--- config.mk ---
export PLATFORM = sky130hd
export DESIGN_NAME = pipe_hazard_ctrl
export DESIGN_NICKNAME = d
export VERILOG_FILES = /design/src/rtl/pipe_hazard_ctrl.sv
export SDC_FILE = /design/constraint.sdc
export NUM_CORES = 1
export LEC_CHECK = 0
export ABC_AREA = 1
export CAP_MARGIN = 30
export CORE_MARGIN = 2
export CORE_UTILIZATION = 34
export DETAILED_ROUTE_END_ITERATION = 8
export GPL_ROUTABILITY_DRIVEN = 0
export PLACE_DENSITY_LB_ADDON = 0.08
export REMOVE_ABC_BUFFERS = 1
export SYNTH_ARGS = -nofsm -noshare
export SYNTH_HDL_FRONTEND = slang
export SYNTH_SLANG_ARGS = --single-unit
--- constraint.sdc ---
create_clock -name clk -period 2 [get_ports clk]
set_input_delay 0.4 -clock clk [delete_from_list [all_inputs] [get_ports clk]]
set_output_delay 0.4 -clock clk [all_outputs]
set_load 0.05 [all_outputs]
--- src/rtl/pipe_hazard_ctrl.sv ---
// Pipeline control for the in-order core: per-stage valid tracking, stall/bubble
// generation, load-use/RAW hazard detection, EXE forwarding select, mul/div occupancy.
//
//   state | meaning
//   IDLE  | EXE free; a valid mul/div in EXE starts the occupancy count
//   BUSY  | mul/div occupying EXE; md_cnt cycles of stall remain
module pipe_hazard_ctrl #(
   parameter int NUM_STAGES = 5,
   parameter int REG_ADDR_W = 5,
   parameter int LOAD_RDY   = 4,
   parameter bit FWD_EN     = 1'b1,
   parameter int MD_LAT     = 4,
   localparam int P         = NUM_STAGES - 2,
   localparam int SEL_W     = $clog2(P)
) (
   input  logic                    clk,
   input  logic                    rstn,
   input  logic [NUM_STAGES-1:0]   stall_req,
   input  logic                    redirect,
   input  logic [REG_ADDR_W-1:0]   id_rs,
   input  logic [REG_ADDR_W-1:0]   id_rt,
   input  logic                    id_uses_rs,
   input  logic                    id_uses_rt,
   input  logic [REG_ADDR_W-1:0]   ex_rs,
   input  logic [REG_ADDR_W-1:0]   ex_rt,
   input  logic [P*REG_ADDR_W-1:0] pw_addr,
   input  logic [P-1:0]            pw_en,
   input  logic [P-1:0]            p_load,
   input  logic                    md_start,
   output logic [NUM_STAGES-1:0]   stall,
   output logic [NUM_STAGES-1:0]   flush,
   output logic [NUM_STAGES-1:0]   valid,
   output logic [SEL_W-1:0]        fwd_a_sel,
   output logic [SEL_W-1:0]        fwd_b_sel
);

   localparam int MD_INIT = (MD_LAT > 1) ? MD_LAT - 2 : 0;
   localparam int CNT_W   = (MD_INIT > 1) ? $clog2(MD_INIT + 1) : 1;

   typedef enum logic {IDLE, BUSY} md_state_t;

   md_state_t             md_state;
   logic [CNT_W-1:0]      md_cnt;
   logic                  md_busy;
   logic                  hz_stall;
   logic                  hz_fwd;
   logic                  hz_raw;
   logic                  id_hit;
   logic [P-1:0]          live;
   logic [NUM_STAGES-1:0] stall_int;
   logic [NUM_STAGES-1:0] v;
   logic [SEL_W-1:0]      sel_a;
   logic [SEL_W-1:0]      sel_b;
   logic                  stall_acc;

   always_comb begin
      live = '0;
      for (int k = 0; k < P; k++) begin
         live[k] = v[k+2] & pw_en[k] & (pw_addr[k*REG_ADDR_W +: REG_ADDR_W] != '0);
      end
   end

   // With forwarding only loads too young to have data stall ID; without it any live writer does.
   always_comb begin
      hz_fwd = 1'b0;
      hz_raw = 1'b0;
      id_hit = 1'b0;
      for (int k = 0; k < P; k++) begin
         id_hit = (id_uses_rs && (pw_addr[k*REG_ADDR_W +: REG_ADDR_W] == id_rs)) ||
                  (id_uses_rt && (pw_addr[k*REG_ADDR_W +: REG_ADDR_W] == id_rt));
         if (live[k] && id_hit) begin
            hz_raw = 1'b1;
            if (p_load[k] && (k + 2 <= LOAD_RDY - 2)) hz_fwd = 1'b1;
         end
      end
      hz_stall = v[1] & (FWD_EN ? hz_fwd : hz_raw);
   end

   // Walk oldest to youngest so the youngest matching producer wins.
   always_comb begin
      sel_a = '0;
      sel_b = '0;
      for (int k = P - 1; k >= 1; k--) begin
         if (live[k] && !(p_load[k] && (k + 2 < LOAD_RDY))) begin
            if (pw_addr[k*REG_ADDR_W +: REG_ADDR_W] == ex_rs) sel_a = SEL_W'(k);
            if (pw_addr[k*REG_ADDR_W +: REG_ADDR_W] == ex_rt) sel_b = SEL_W'(k);
         end
      end
   end

   assign fwd_a_sel = FWD_EN ? sel_a : '0;
   assign fwd_b_sel = FWD_EN ? sel_b : '0;

   always_comb begin
      if (md_state == IDLE) md_busy = md_start & v[2] & (MD_LAT > 1);
      else                  md_busy = (md_cnt != '0);
   end

   always_comb begin
      stall_int    = stall_req;
      stall_int[1] = stall_req[1] | hz_stall;
      stall_int[2] = stall_req[2] | md_busy;
      stall        = '0;
      stall_acc    = 1'b0;
      for (int i = NUM_STAGES - 1; i >= 0; i--) begin
         stall_acc = stall_acc | stall_int[i];
         stall[i]  = stall_acc;
      end
   end

   always_comb begin
      flush = '0;
      for (int i = 1; i < NUM_STAGES; i++) begin
         flush[i] = stall[i-1] & ~stall[i];
      end
      flush[1] = flush[1] | (redirect & ~stall[1]);
   end

   always_ff @(posedge clk or negedge rstn) begin
      if (!rstn) begin
         v <= '0;
      end else begin
         v[0] <= 1'b1;
         for (int i = 1; i < NUM_STAGES; i++) begin
            if (stall[i])      v[i] <= v[i];
            else if (flush[i]) v[i] <= 1'b0;
            else               v[i] <= v[i-1];
         end
      end
   end

   assign valid = v;

   // Leaving BUSY waits on stall[3] so a held mul/div is not restarted; stall[2] would loop.
   always_ff @(posedge clk or negedge rstn) begin
      if (!rstn) begin
         md_state <= IDLE;
         md_cnt   <= '0;
      end else begin
         case (md_state)
            IDLE: begin
               if (md_busy) begin
                  md_cnt   <= CNT_W'(MD_INIT);
                  md_state <= BUSY;
               end
            end
            BUSY: begin
               if (md_cnt != '0)   md_cnt   <= md_cnt - CNT_W'(1);
               else if (!stall[3]) md_state <= IDLE;
            end
            default: md_state <= IDLE;
         endcase
      end
   end

endmodule

==> reports/metrics.csv <==
stage,metric,value,unit
clock_tree,cts.sinks,8,
logic_synthesis,yosys.area.top_type_share,0.212,
logic_synthesis,synth_area_leader_cell,dfrtp_1,
global_routing,antenna_found_initial,0,
sta,rsz0062_at_grt,true,
sta,hold_viol,0,
floorplanning,ios,71,
worst_setup_path,cp-start-kind,register,
sta,finalClockSkew,0.00444,ns
clock_tree,cts_buffers,3,
outcome,violations,setup timing,
placement,dp_cells,261,
sta,holdWs,0.412,ns
layout,multiInputGateArea,709,µm²
floorplanning,die_h,56.7,µm
placement,place_hpwl,2620,µm
job,drv_cap,0,
detailed_routing,wirelength,3270,µm
layout,fin_util,0.721,
clock_tree,clockBufferDepth,2,
worst_setup_path,r2r-start,md_cnt[0],
clock_tree,clkSlewWorstSetupHoldPaths,0.05,ns
global_routing,overflow,0,
sta,drv_slew,0,
clock_tree,tritoncts,yes,
detailed_routing,dr.first_iter.drc_count,62,
logic_synthesis,ys_seq_area_frac,0.212,
sta,fin_ws,-0.0801,ns
power_and_ir_drop,p_per_area,471,nW/µm²
power_and_ir_drop,irDropWorstVdd,0.617,mV
worst_setup_path,worstSetupStartpoint,md_cnt[0],
clock_tree,hold_buffers,0,
placement,portBuffers,68,
detailed_routing,antenna_left,0,
global_routing,grt_pass1_wl,5360,µm
logic_synthesis,ys.warnings.count,0,
outcome,outcome,"finished, violations left",
layout,layout_commonest_cell,nand2_1,
worst_setup_path,crit_path_end_kind,output port,
layout,final_cell_mix,"nand2_1, dlygate4sd2_1, clkdlybuf4s50_1, inv_1",
layout,ff_latch_area,200,µm²
detailed_routing,vias_per_cell,4.68,
min_path,hold_class,primary input to async pin,
placement,dpl_cell_area,1860,µm²
global_routing,grt_max_degree,9,
layout,nets,289,
clock_tree,h-tree-depth,1,
sta,max_freq,0.481,GHz
sta,relSlewSlack,0.659,
clock_tree,clockRootBuffer,clkbuf_4,
sta,period_needed,2.08,ns
worst_setup_path,criticalPathCategory,register to output port,
layout,area_growth,107,%
sta,finalCritPeriodShare,1.04,
power_and_ir_drop,p_leak,0.989,nW
floorplanning,row_count,19,
worst_setup_path,cp-endpoint,stall[1],
logic_synthesis,syn_avg_cell_area,6.26,µm²
logic_synthesis,yosys.cell_types.count,24,
placement,pre_cts_ws,-0.233,ns
logic_synthesis,syn-cell-area,946,µm²
floorplanning,die_w,56.7,µm
worst_setup_path,worstPathArrival,1.68,ns
global_routing,grtUsageTotal,0.207,
logic_synthesis,yosys-top-cells-area,"dfrtp_1, nand2_1, xnor2_1, inv_1, nor2_1",
global_routing,grt_pass1_vias,1234,
floorplanning,dieArea,3220,µm²
sta,tightest_slew,0.510,ns
layout,drive_gt1_frac,0.252,
floorplanning,initial_core_util,0.349,
detailed_routing,via_count,1240,
layout,nFillCells,228,
layout,final_area,1950,µm²
worst_setup_path,worstPathRequired,1.60,ns
detailed_routing,drc,0,
logic_synthesis,netlist_instances,151,
logic_synthesis,ys_seq_elements,8,
worst_setup_path,r2r_cells,9,
detailed_routing,wl_per_cell,12.4,µm
detailed_routing,first_pass_iters,4,
sta,setup_viol,3,
worst_setup_path,critPathMaxFanout,4,
layout,final_cells,265,
worst_setup_path,reg2reg_to,valid[1],
clock_tree,worstSkewPairLatency,0.25,ns
worst_setup_path,rrSetupSlack,0.50,ns
layout,diodes,0,
floorplanning,core,2710,µm²
-- sequential cells by signal, summed over array words and instances (netlist names) --
register and count:
valid 5, md_state 1, md_cnt 2
-- kinds of logic (layout without fill, tap and decap cells) --
logic type	count (synthesis)	after routing	share of synthesized area
AOI/OAI and AO/OA	7	7	0.0384
xor gates and xnor gates	20	20	0.185
adders and majority gates	1	1	0.0132
buffers and inverters	28	111	0.123
DFF	8	8	0.212
other	2	2	0.00794
and+or+nand+nor	85	85	0.421
-- per-stage QoR --
step	power (mW)	TNS [ns]
final	0.921	-0.167
after global routing	0.986	-0.511
after CTS	0.910	-0.466
after detailed placement	0.779	-1.51
after global placement	0.764	-1.23
after floorplan	0.500	-3.85
-- how the worst min path moves through the flow --
stage                endpoint  startpoint  slack (ns)
floorplan           md_cnt[0]        rstn        0.10
global placement    md_cnt[1]    md_state        0.46
detailed placement  md_cnt[1]    md_state        0.48
CTS                 md_cnt[1]        rstn        0.43
global route         valid[2]        rstn        0.44
finish              md_cnt[1]        rstn        0.41
-- worst max-delay path, cell delays in order (launching register included) --
cell	delay [ns]
dfrtp_1	0.38
inv_1	0.06
ha_1	0.15
or2_4	0.13
nand2_4	0.05
nor3_4	0.22
nand3_2	0.15
buf_6	0.15
buf_12	0.14
-- synth_stat cells --
cell type / number
a31oi_1: 1
xnor2_1: 12
a21oi_1: 1
nor3_1: 6
nand3_1: 6
or2_4: 1
nor2_1: 19
nand4_1: 7
nand3_2: 1
nor3_4: 1
dfrtp_1: 8
nand3b_1: 1
o21ai_0: 5
conb_1: 2
inv_2: 3
ha_1: 1
buf_4: 3
nor2_4: 1
xor2_1: 8
inv_1: 22
and3_1: 1
nand2_1: 38
nor3b_1: 1
nand2_2: 2
-- report_power, final --
part / switching, mW / internal (mW) / leakage, nW / total (mW)
registers: 0.0257 / 0.202 / 0.0992 / 0.228
logic: 0.298 / 0.272 / 0.876 / 0.571
clock network: 0.0540 / 0.0686 / 0.0138 / 0.123
total: 0.378 / 0.543 / 0.989 / 0.921
-- timing repair --
action	in CTS	in global routing
buffers inserted	1	0
gates cloned	0	0
gates resized for setup	44	22
pin swaps	17	12
endpoints found under the setup margin	10	9
-- layout make-up --
class,count,area share
Timing Repair Buffer,83,0.455
Multi-Input combinational cell,115,0.363
Sequential cell,8,0.102
Inverter,25,0.0480
Tap cell,31,0.0198
Clock buffer,3,0.0115
-- layer usage --
layer,share of wire,global-route usage
met1,0.39,0.244
met2,0.53,0.380
met3,0.053,0.0369
met4,0.021,0.0598
met5,0,0
Note: power is estimated with default switching activity, not from simulation.
